<file path="src/rtl/encoder_pkg.sv">
// Shared sizes and index helpers for the 4-to-2 pending request encoder.
package encoder_pkg;

   localparam int N_REQ  = 4;
   localparam int W_CODE = $clog2(N_REQ);

   function automatic logic [N_REQ-1:0] onehot_f(input logic [W_CODE-1:0] idx);
      onehot_f      = '0;
      onehot_f[idx] = 1'b1;
   endfunction

   // Returns 0 for an all-zero vector; callers gate on |vec where that matters.
   function automatic logic [W_CODE-1:0] lowest_idx_f(input logic [N_REQ-1:0] vec);
      lowest_idx_f = '0;
      for (int i = N_REQ - 1; i >= 0; i--) begin
         if (vec[i]) begin
            lowest_idx_f = W_CODE'(i);
         end
      end
   endfunction

endpackage

</file>
<file path="src/rtl/encoder_4to2_pending_rr_pick.sv">
// Combinational picker: first set bit at or after last+1, wrapping; last=N-1 gives fixed priority.
module rr_pick
   import encoder_pkg::*;
#(
   parameter int N = N_REQ,
   parameter int W = W_CODE
) (
   input  logic [N-1:0] vec_i,
   input  logic [W-1:0] last_i,
   output logic [W-1:0] idx_o
);

   logic [W-1:0] start_s;
   logic [N-1:0] rot_s;
   logic [W-1:0] rot_idx_s;

   assign start_s = last_i + W'(1'b1);

   // Index arithmetic is W bits wide, so the rotation wraps mod N for free.
   for (genvar g = 0; g < N; g++) begin : g_rot
      assign rot_s[g] = vec_i[W'(g) + start_s];
   end

   always_comb begin
      rot_idx_s = lowest_idx_f(rot_s);
      if (|vec_i) begin
         idx_o = rot_idx_s + start_s;
      end else begin
         idx_o = '0;
      end
   end

endmodule

</file>
<file path="src/rtl/encoder_4to2_pending.sv">
// Latches request lines into a pending register and drains them one encoded index per ready cycle.
module encoder_4to2_pending
   import encoder_pkg::*;
#(
   parameter int N  = N_REQ,
   parameter int W  = W_CODE,
   parameter bit RR = 1'b1
) (
   input  logic         clk,
   input  logic         rst,
   input  logic         en,
   input  logic [N-1:0] din,
   input  logic         ready,
   output logic [W-1:0] dout,
   output logic         valid,
   output logic [N-1:0] pending,
   output logic         dup_err
);

   localparam logic [W-1:0] LAST_MAX = W'(N - 1);

   logic [N-1:0] pending_q, pending_d;
   logic [W-1:0] last_q, last_d;
   logic         dup_q, dup_d;
   logic [W-1:0] pick_last_s;
   logic [W-1:0] pick_idx_s;
   logic         fire_s;
   logic [N-1:0] clear_s;
   logic [N-1:0] set_s;

   assign pick_last_s = RR ? last_q : LAST_MAX;

   rr_pick #(.N(N), .W(W)) u_pick (
      .vec_i  (pending_q),
      .last_i (pick_last_s),
      .idx_o  (pick_idx_s)
   );

   assign dout    = pick_idx_s;
   assign valid   = |pending_q;
   assign pending = pending_q;
   assign dup_err = dup_q;

   // Set has priority over clear so a re-request on the consumed line stays pending.
   always_comb begin
      fire_s    = valid & ready;
      clear_s   = fire_s ? onehot_f(pick_idx_s) : {N{1'b0}};
      set_s     = en ? din : {N{1'b0}};
      pending_d = (pending_q & ~clear_s) | set_s;
      dup_d     = en & (|(din & pending_q & ~clear_s));
      if (RR && fire_s) begin
         last_d = pick_idx_s;
      end else begin
         last_d = last_q;
      end
   end

   always_ff @(posedge clk) begin
      if (rst) begin
         pending_q <= '0;
         last_q    <= LAST_MAX;
         dup_q     <= 1'b0;
      end else begin
         pending_q <= pending_d;
         last_q    <= last_d;
         dup_q     <= dup_d;
      end
   end

endmodule

</file>
<file path="config.mk">
export PLATFORM = sky130hd
export DESIGN_NAME = encoder_4to2_pending
export DESIGN_NICKNAME = d
export VERILOG_FILES = /design/src/rtl/encoder_pkg.sv /design/src/rtl/encoder_4to2_pending_rr_pick.sv /design/src/rtl/encoder_4to2_pending.sv
export SDC_FILE = /design/constraint.sdc
export NUM_CORES = 1
export LEC_CHECK = 0
export ABC_AREA = 1
export CAP_MARGIN = 25
export CORE_AREA = 4 4 41 43
export DETAILED_ROUTE_END_ITERATION = 7
export DIE_AREA = 0 0 45 47
export DONT_BUFFER_PORTS = 1
export SYNTH_ARGS = -nofsm -noshare
export SYNTH_HDL_FRONTEND = slang
export SYNTH_HIERARCHICAL = 1
export SYNTH_SLANG_ARGS = --single-unit
</file>
<file path="constraint.sdc">
create_clock -name clk -period 2.4 [get_ports clk]
set_input_delay 0.24 -clock clk [delete_from_list [all_inputs] [get_ports clk]]
set_output_delay 0.24 -clock clk [all_outputs]
set_load 0.03 [all_outputs]
</file>
==> key figures, run 1 <==
Synthesis
  • Share of the synthesized area in the top cell type: 0.280
  • Syn_area_per_cell: slightly below 6 sq um
  • Top cells by count, synth: nand2_1 (46), inv_1 (11), nor2_1 (11)
  • Synth Area in Adders: 0.0203
  • Distinct cell type count after synthesis: 19
  • Synth Area in Simple Gates: 0.550
  • Cells after synthesis: 107
  • Number of synthesized flops with an enable pin: 0
  • Yosys top cell by area: nand2_1
  • Post-synthesis xor/xnor area fraction: 0.0142
  • Async S/R FF share, synth: 0
  • Synth Register Bits: 7
  • Mux cell area share after synthesis: 0
  • Compound-gate portion of the synthesized area: 0.0832
  • Area of the mapped netlist: between 600 and 700 sq um
  • Top_reg_cell synth: dfxtp_1
  • Seq/Total Area, Yosys: 0.227
  • Count leader, synth: nand2_1
  • Synth area leaders: nand2_1 (28%), dfxtp_1 (23%), nand2_2 (7.1%), inv_1 (6.7%), nor2_1 (6.7%)
  • Largest family of logic cells by synthesized area: simple AND/OR/NAND/NOR gates
  • Syn nets: 116
  • Synth Warn #: 6

Timing
  • Worst slew pin tran: ~0.3 ns
  • Clock Skews: 0.000861 ns
  • Final Hold Vio Count: 0
  • Slack of the critical path: 0.0653 ns
  • Relative slew slack: 0.800
  • Slew Limit Fails: 0
  • RSZ-0062 raised after global routing: true
  • Final TNS setup: 0 ns
  • Fin crit share: 0.973
  • Final Critical Period: 2.33 ns
  • Final setup fails: 0
  • F_max: roughly 430 MHz

Setup path
  • R2R cell count: 18
  • Stages on the worst setup path: 12
  • Reg2reg setup slack: around 0.1 ns
  • Critical path arrival: between 2 and 2.5 ns
  • Worst-path fanout max: 7
  • Startpoint types: register
  • Req. time, crit path: about 2.2 ns
  • Kind of cell adding the most delay to the critical path: simple AND/OR/NAND/NOR gates
  • Endpoint class of the critical path: output port
  • Worst path cell trace: buf_6 > nand2_2 > nand2_2 > nand2_2 > nand2_2 > a31oi_1 > nor2_1 > ha_2 > xor2_1 > nor2_1 > nor2_4 > buf_4
  • Number of buffer and inverter stages on the critical path: 2
  • Slowest stage delay, CP: 0.38 ns
  • Crit path kind: reg -> out
  • Critical path's slowest cell: dfxtp_4
  • Critical path's most frequent cell: nand2_2

Clock network
  • CTS tree: yes
  • CTS Buf Count: 3
  • CTS Hold Bufs: 0
  • Clk buf depth: 2
  • Root Driver: clkbuf_4
  • Clock transition at path regs: 0.06 ns
  • CTS sink cnt: 7
  • CTS H-tree lvls: 1
  • Later-pin clock latency in the skew report: 0.25 ns

Global route
  • Largest net degree at the start of global routing: 10
  • Vias in the first global route: 636
  • Global-route wire length before repair: between 2000 and 2500 microns
  • Initial antenna violation count: 0
  • All-Layer GR Usage: 0.158
  • Total gr overflow: 0

Layout
  • Area delta synth->final: 26.0%
  • Multi-input gate area: between 400 and 500 sq um
  • Fraction of layout cells with a size suffix above 1: 0.345
  • Fin area: a little under 800 sq um
  • # diodes: 0
  • Fillers: approximately 130
  • # nets final: 129
  • Register area: ~150 sq um

Pwr
  • Power consumption: approximately 600 uW
  • Net Switching: between 200 and 300 uW
  • Internal power: about 320 uW
  • Sequential Power Share: 0.238
  • Comb pwr share: 0.579
  • Net Sw Frac: 0.471
  • Clock network power share: 0.183
  • Peak supply drop: a little under 0.5 mV
  • Pwr dens: 782 nW/um^2
  • Static Leak: between 0.4 and 0.5 nW

Floorplan
  • CORE AREA: approximately 1300 sq um
  • Die Width: 45 microns
  • Row count: 13
  • Die H: approximately 47 microns
  • Die Area: 2120 sq um
  • Starting density of the core: 0.474
  • I/O pins: 16

Placement
  • Gp weighted congestion: approximately 0.83
  • Place WS: around 0.018 ns
  • DP HPWL: between 1000 and 1500 microns
  • Port Buffers: 0
  • Placed cell area: about 700 sq um

Min path
  • Hold Path Class: in -> reg
  • Hold path depth: 1

Routing
  • Drt drc: 0
  • Total Wirelength: around 1600 microns
  • 1st-pass router iterations: 4
  • DR WL/cell: ~12 microns
  • Initial DRC Count: 9
  • Vias: 680
  • Number of vias per cell: 5.07
  • DRT antenna net count: 0

Job
  • Total of max-cap violations: 0

Run status
  • Outcome: finished, final reports clean
## kinds of logic after synthesis
logic type / count (synthesis)
and+or+nand+nor: 77
buffers and inverters: 14
AOI/OAI and AO/OA: 7
DFF: 7
xor gates and xnor gates: 1
adders and majority gates: 1
## layer usage
layer | vias up | wire (microns) | GRT usage
li1 | 357 | - | -
met1 | 302 | 640 | 0.172
met2 | 19 | 832 | 0.277
met3 | 2 | 100 | 0.0460
met4 | 0 | 10 | 0.0877
met5 | - | 0 | 0
## worst paths after layout
kind | end | startpoint
setup / recovery | dout[1] | last_q[0]
hold reg to reg | last_q[1] | last_q[1]
hold / removal | pending[1] | rst
setup reg to reg | dup_err | last_q[0]
## sequential cells by signal, indices dropped and copies added, names as in the netlist
register  count
last_q        2
dup_err       1
pending       4
## power groups by stage
| stage | Clock (mW) | Combinational [mW] | Sequential, mW |
|---|---|---|---|
| 2_1_floorplan | 0 | 0.231 | 0.155 |
| 3_3_place_gp | 0 | 0.305 | 0.144 |
| 3_5_place_dp | 0 | 0.308 | 0.144 |
| 4_1_cts | 0.114 | 0.309 | 0.142 |
| 5_1_grt | 0.118 | 0.392 | 0.146 |
| 6_report | 0.111 | 0.352 | 0.145 |
## repair_timing
action / in CTS / in global routing
pin swaps: 0 / 14
resized for setup: 1 / 18
setup buffers: 0 / 2
endpoints found under the setup margin: 2 / 6
## through the flow
| step | cells | hold slack [ns] | utilization |
|---|---|---|---|
| 2_1_floorplan | 107 | 0.312 | - |
| 3_5_place_dp | 128 | 0.315 | 0.524 |
| 6_report | 134 | 0.0531 | 0.597 |
| 5_1_grt | 134 | 0.0402 | 0.597 |
| 3_3_place_gp | 128 | 0.315 | 0.524 |
| 4_1_cts | 132 | 0.0434 | 0.545 |
## cells in the final DEF, fill, tap and decap left out, types with 2 or more instances in the layout
cell type	count
dfxtp_4	2
inv_1	10
dfxtp_1	5
buf_4	8
nand2_1	39
a22oi_1	4
clkbuf_4	3
nand2_2	13
nand2_4	2
nor2_1	10
nand3_1	2
inv_2	2
nor2_2	4
nand3_2	3
o211ai_1	2
## layout make-up
type,instances,share of cell area
tap,15,0.0242
multi-input combinational,86,0.591
clock buffer,4,0.0338
inverter,13,0.0692
sequential,7,0.190
timing repair buffer,9,0.0918
(Power assumes the default switching activity.)
==> run 2, diff against run 1 <==
BUFFER_PORTS_ARGS = -buffer_cell sky130_fd_sc_hd__buf_2   (was unset)
DONT_BUFFER_PORTS = unset   (was 1)
PLACE_DENSITY = 0.71   (was unset)
==> run 2 against run 1 <==
Against the previous run:
- combinational power is 12% higher
- register-to-register slack better by 0.04 ns
- worst setup slack better by 0.049 ns
- worst hold slack better by 0.16 ns
- global-route usage is 0.62 points higher
- highest routed layer unchanged
- die area stayed put
- sequential power hardly changed
- wire length is 14% higher
- design area is 11% higher
==> key figures, run 2 (same netlist as run 1, synthesis figures left out) <==
Setup path
  • Startpoint types: register (unchanged)
  • Critical path's most frequent cell: nand2_2 (unchanged)
  • Stages on the worst setup path: 13 (was 12)
  • Reg-to-reg startpoint: last_q[0] (unchanged)
  • Critical path arrival: 2.05 ns (was 2.09 ns)
  • Worst-path fanout max: 6 (was 7)
  • Endpoint class of the critical path: output port (unchanged)
  • Worst path cell trace: buf_6 > nand2_4 > nand2_4 > nand2_2 > nand2_2 > a31oi_1 > nor2_1 > ha_2 > xor2_1 > nand2_1 > nand2_2 > nor2_4 > buf_6 (was buf_6 > nand2_2 > nand2_2 > nand2_2 > nand2_2 > a31oi_1 > nor2_1 > ha_2 > xor2_1 > nor2_1 > nor2_4 > buf_4)
  • Critical register-to-register path endpoint: dup_err (unchanged)
  • Slowest stage delay, CP: 0.37 ns (was 0.38 ns)
  • Reg2reg setup slack: 0.14 ns (was 0.10 ns)
  • Number of buffer and inverter stages on the critical path: 2 (unchanged)
  • Req. time, crit path: 2.16 ns (about the same)
  • Critical path's slowest cell: dfxtp_4 (unchanged)
  • R2R cell count: 19 (was 18)
  • Kind of cell adding the most delay to the critical path: simple AND/OR/NAND/NOR gates (unchanged)
  • Crit path kind: reg -> out (unchanged)

Layout
  • Most frequent cells in the layout: nand2_1 (37), nand2_2 (14), buf_2 (14) (was nand2_1 (39), nand2_2 (13), nor2_1 (10), inv_1 (10), buf_4 (8))
  • Fraction of layout cells with a size suffix above 1: 0.430 (was 0.345)
  • Area delta synth->final: 40.4% (was 26.0%)
  • # diodes: 0 (unchanged)
  • Max FFs per register: 4 (unchanged)
  • # nets final: 145 (was 129)
  • Commonest non-fill, non-tap cell in the layout: nand2_1 (unchanged)
  • Fillers: 137 (was 133)

Placement
  • DP HPWL: 1310 microns (was 1150 microns)
  • Port Buffers: 15 (was 0)
  • Gp weighted congestion: 0.908 (was 0.826)

Min path
  • Worst Hold End: pending[3] (was pending[1])
  • Hold path depth: 2 (was 1)
  • Hold Path Class: in -> reg (unchanged)
  • Hold_sp: rst (unchanged)

Timing
  • Relative slew slack: 0.858 (was 0.800)
  • RSZ-0062 raised after global routing: false (was true)
  • Hold slack final: 0.217 ns (was 0.0531 ns)
  • Final setup fails: 0 (unchanged)
  • F_max: 438 MHz (was 428 MHz)
  • Clock Skews: 0.00246 ns (was 0.000861 ns)
  • Final Critical Period: 2.29 ns (was 2.33 ns)
  • Final Hold Vio Count: 0 (unchanged)
  • Fin crit share: 0.952 (was 0.973)
  • Worst slew pin tran: 0.213 ns (was 0.300 ns)
  • Final TNS setup: 0 ns (unchanged)
  • Slew Limit Fails: 0 (unchanged)

Global route
  • All-Layer GR Usage: 0.165 (was 0.158)
  • Global-route wire length before repair: 2450 microns (was 2440 microns)
  • Vias in the first global route: 634 (was 636)
  • Total gr overflow: 0 (unchanged)
  • Initial antenna violation count: 0 (unchanged)
  • Largest net degree at the start of global routing: 10 (unchanged)

Clock network
  • Later-pin clock latency in the skew report: 0.25 ns (about the same)
  • CTS H-tree lvls: 1 (unchanged)
  • CTS Hold Bufs: 0 (unchanged)
  • Clock transition at path regs: 0.05 ns (was 0.06 ns)
  • Root Driver: clkbuf_4 (unchanged)
  • CTS sink cnt: 7 (unchanged)
  • CTS tree: yes (unchanged)
  • CTS Buf Count: 3 (unchanged)
  • Clk buf depth: 2 (unchanged)

Floorplan
  • Row count: 13 (unchanged)
  • I/O pins: 16 (unchanged)
  • Die Area: 2120 sq um (unchanged)
  • Die H: 47 microns (unchanged)
  • Starting density of the core: 0.474 (unchanged)
  • CORE AREA: 1300 sq um (unchanged)
  • Die Width: 45 microns (unchanged)

Pwr
  • Peak supply drop: 0.432 mV (was 0.492 mV)
  • Clock network power share: 0.168 (was 0.183)
  • Pwr dens: 748 nW/um^2 (was 782 nW/um^2)
  • Net Sw Frac: 0.469 (was 0.471)
  • Internal power: 344 uW (was 321 uW)
  • Power consumption: 648 uW (was 607 uW)
  • Static Leak: 0.483 nW (was 0.414 nW)
  • Net Switching: 304 uW (was 286 uW)
  • Sequential Power Share: 0.221 (was 0.238)
  • Comb pwr share: 0.611 (was 0.579)

Run status
  • Outcome: finished, final reports clean (unchanged)

Routing
  • Total Wirelength: 1800 microns (was 1580 microns)
  • Initial DRC Count: 26 (was 9)
  • 1st-pass router iterations: 4 (unchanged)
  • DRT antenna net count: 0 (unchanged)
  • Number of vias per cell: 5.17 (was 5.07)
  • Vias: 775 (was 680)
  • DR WL/cell: 12.0 microns (was 11.8 microns)
  • Drt drc: 0 (unchanged)

Job
  • Total of max-cap violations: 0 (unchanged)
## run 2: cell types whose count changed in the layout (fill, tap and decap cells not counted), moves of 2 or more
cell     before  now
nand2_1      39   37
nand3_2       3    1
nand3_1       2    4
buf_2         0   14
## run 2: worst max path at each step
stage / start / to / slack (ns)
floorplan: pending[3] / dup_err / 0.03
global placement: last_q[0] / dup_err / 0.11
detailed placement: last_q[0] / dup_err / 0.05
CTS: last_q[1] / dout[1] / 0.03
global route: last_q[0] / dup_err / 0.01
finish: last_q[0] / dout[1] / 0.11
## run 2: final cells by class
cell class | instances | area (sq um) | share of cell area
clock buffer | 4 | 26.3 | 0.0303
inverter | 13 | 53.8 | 0.0621
multi-input combinational | 86 | 459 | 0.530
sequential | 7 | 148 | 0.171
tap | 15 | 18.8 | 0.0217
timing repair buffer | 25 | 160 | 0.185
## run 2: power by group through the flow
| stage | Combinational (mW) | Sequential, mW | Clock [mW] |
|---|---|---|---|
| finish | 0.396 | 0.143 | 0.109 |
| global route | 0.429 | 0.145 | 0.115 |
| CTS | 0.323 | 0.143 | 0.110 |
| detailed placement | 0.322 | 0.145 | 0 |
| global placement | 0.315 | 0.144 | 0 |
| floorplan | 0.231 | 0.155 | 0 |
## run 2: per-stage QoR
stage	cell area, sq um	setup slack [ns]	instances	utilization
2_1_floorplan	622	0.0305	107	-
3_3_place_gp	749	0.110	142	0.576
3_5_place_dp	749	0.0458	142	0.576
4_1_cts	777	0.0270	146	0.597
5_1_grt	866	0.0114	150	0.665
6_report	866	0.115	150	0.665
## run 2: worst register-to-register path, delay by kind of cell (launching register included)
| family | cells | cell delay, ns |
|---|---|---|
| and+or+nand+nor | 14 | 1.12 |
| DFF | 1 | 0.37 |
| buffers and inverters | 2 | 0.20 |
| adders and majority gates | 1 | 0.18 |
| AOI/OAI and AO/OA | 1 | 0.16 |
| xor gates and xnor gates | 1 | 0.15 |
## run 2: layer usage
metal | part of all wire | GRT usage
met5 | 0 | 0
met4 | 0.031 | 0.140
met3 | 0.045 | 0.0230
met2 | 0.51 | 0.282
met1 | 0.42 | 0.178
## run 2: repair_timing
item / in CTS / in global routing
setup endpoints to repair: 1 / 4
gates resized for setup: 1 / 25
pin swaps: 0 / 19
buffers inserted: 0 / 4
==> run 3, diff against run 2 <==
MAX_ROUTING_LAYER = met4   (was unset)
RECOVER_POWER = 25   (was unset)
SLEW_MARGIN = 20   (was unset)
==> run 3 against run 2 <==
Against the previous run:
- power hardly changed
- clock skew hardly changed
- worst setup slack worse by 0.0020 ns
- highest routed layer unchanged
- non-clock buffer count stayed put
- clock-buffer cell count stayed put
- largest cell class unchanged
- largest power group unchanged
- critical endpoint unchanged
- register-to-register slack hardly changed
- design area is 0.43% lower
==> key figures, run 3 (same netlist as run 1, synthesis figures left out) <==
Placement
  • Place WS: 0.0458 ns (unchanged)
  • DP HPWL: 1310 microns (unchanged)
  • Gp weighted congestion: 0.924 (was 0.908)
  • Port Buffers: 15 (unchanged)

Clock network
  • Later-pin clock latency in the skew report: 0.25 ns (about the same)
  • CTS Buf Count: 3 (unchanged)
  • Clock transition at path regs: 0.05 ns (about the same)
  • CTS sink cnt: 7 (unchanged)
  • CTS tree: yes (unchanged)
  • CTS H-tree lvls: 1 (unchanged)
  • Root Driver: clkbuf_4 (unchanged)
  • Clk buf depth: 2 (unchanged)

Timing
  • Fin crit share: 0.953 (was 0.952)
  • Final TNS setup: 0 ns (unchanged)
  • F_max: 437 MHz (was 438 MHz)
  • Final setup fails: 0 (unchanged)
  • Worst slew pin tran: 0.366 ns (was 0.213 ns)
  • Slew Limit Fails: 0 (unchanged)
  • Clock Skews: 0.00243 ns (was 0.00246 ns)
  • RSZ-0062 raised after global routing: false (unchanged)
  • Slack of the critical path: 0.113 ns (was 0.115 ns)
  • Final Hold Vio Count: 0 (unchanged)
  • Relative slew slack: 0.757 (was 0.858)
  • Final Critical Period: 2.29 ns (about the same)

Routing
  • Routed wl met3: 90 microns (was 81 microns)
  • Met2 wire len: 919 microns (was 912 microns)
  • Met1 wire length: 741 microns (was 749 microns)
  • Vias: 770 (was 775)
  • Drt drc: 0 (unchanged)
  • Highest metal used: met4 (unchanged)
  • Number of vias per cell: 5.13 (was 5.17)
  • Initial DRC Count: 26 (unchanged)
  • Total Wirelength: 1800 microns (about the same)
  • DRT antenna net count: 0 (unchanged)
  • DR WL/cell: 12.0 microns (about the same)
  • 1st-pass router iterations: 4 (unchanged)

Setup path
  • Critical path arrival: 2.05 ns (about the same)
  • Endpoint class of the critical path: output port (unchanged)
  • Req. time, crit path: 2.16 ns (about the same)
  • Startpoint types: register (unchanged)
  • Worst-path fanout max: 6 (unchanged)
  • Crit path kind: reg -> out (unchanged)

Floorplan
  • Row count: 13 (unchanged)
  • Die H: 47 microns (unchanged)
  • Die Area: 2120 sq um (unchanged)
  • I/O pins: 16 (unchanged)
  • Starting density of the core: 0.474 (unchanged)
  • Die Width: 45 microns (unchanged)
  • CORE AREA: 1300 sq um (unchanged)

Layout
  • Most frequent cells in the layout: nand2_1 (37), nand2_2 (14), buf_2 (11) (was nand2_1 (37), nand2_2 (14), buf_2 (14))
  • Fraction of layout cells with a size suffix above 1: 0.407 (was 0.430)
  • Commonest non-fill, non-tap cell in the layout: nand2_1 (unchanged)
  • Area delta synth->final: 39.8% (was 40.4%)
  • # diodes: 0 (unchanged)
  • Max FFs per register: 4 (unchanged)
  • # nets final: 145 (unchanged)

Min path
  • Hold Path Class: in -> reg (unchanged)

Global route
  • Total gr overflow: 0 (unchanged)
  • Vias in the first global route: 634 (unchanged)
  • All-Layer GR Usage: 0.170 (was 0.165)
  • Global-route wire length before repair: 2450 microns (unchanged)
  • Initial antenna violation count: 0 (unchanged)
  • Largest net degree at the start of global routing: 10 (unchanged)

Run status
  • Outcome: finished, final reports clean (unchanged)

Job
  • Total of max-cap violations: 0 (unchanged)

Pwr
  • Peak supply drop: 0.431 mV (was 0.432 mV)
  • Static Leak: 0.471 nW (was 0.483 nW)
  • Pwr dens: 751 nW/um^2 (was 748 nW/um^2)
## run 3: cell types whose count changed in the layout (fill, tap and decap cells not counted)
cell,before,now
clkbuf_1,1,4
buf_2,14,11
## run 3: critical path, cell delays in order, from the launching register on
cell and delay [ns]:
dfxtp_4 0.37, buf_6 0.14, nand2_4 0.06, nand2_4 0.05
nand2_2 0.07, nand2_2 0.06, a31oi_1 0.16, nor2_1 0.08
ha_2 0.18, xor2_1 0.15, nand2_1 0.07, nand2_2 0.06
nor2_4 0.19, buf_6 0.16
## run 3: layout make-up
cell class                 instances  area (sq um)
multi-input combinational         86           459
fill                             137           439
timing repair buffer              25           156
sequential                         7           148
inverter                          13          53.8
clock buffer                       4          26.3
tap                               15          18.8
## run 3: what timing repair did
action | CTS | global route
setup endpoints to repair | 1 | 4
setup buffers | 0 | 4
hold buffers | 0 | 0
pin swaps | 0 | 19
resized for setup | 1 | 25
hold endpoints to repair | 0 | 0
gates cloned | 0 | 0
## run 3: metal layers
metal	vias to the layer above	global-route usage
li1	391	-
met1	342	0.178
met2	31	0.282
met3	6	0.0230
met4	0	0.140
met5	-	-
## run 3: metrics by stage
step	area (sq um)	std cells	total power, mW	util	hold WS (ns)
3_3_place_gp	749	142	0.459	0.576	0.477
2_1_floorplan	622	107	0.386	-	0.312
4_1_cts	777	146	0.576	0.597	0.218
3_5_place_dp	749	142	0.467	0.576	0.486
5_1_grt	862	150	0.689	0.663	0.232
6_report	862	150	0.647	0.663	0.217
## run 3: where the power goes
part	internal (mW)	switching, mW
Combinational	0.150	0.245
Clock	0.0635	0.0451
Sequential	0.129	0.0139
Total	0.343	0.304
## run 3: final timing paths
kind / start / to / slack, ns / depth (start not counted)
setup / recovery: last_q[0] / dout[1] / 0.11 / 13
hold / removal: rst / pending[3] / 0.22 / 2
setup reg to reg: last_q[0] / dup_err / 0.14 / 19
hold reg to reg: last_q[1] / last_q[1] / 0.54 / 2
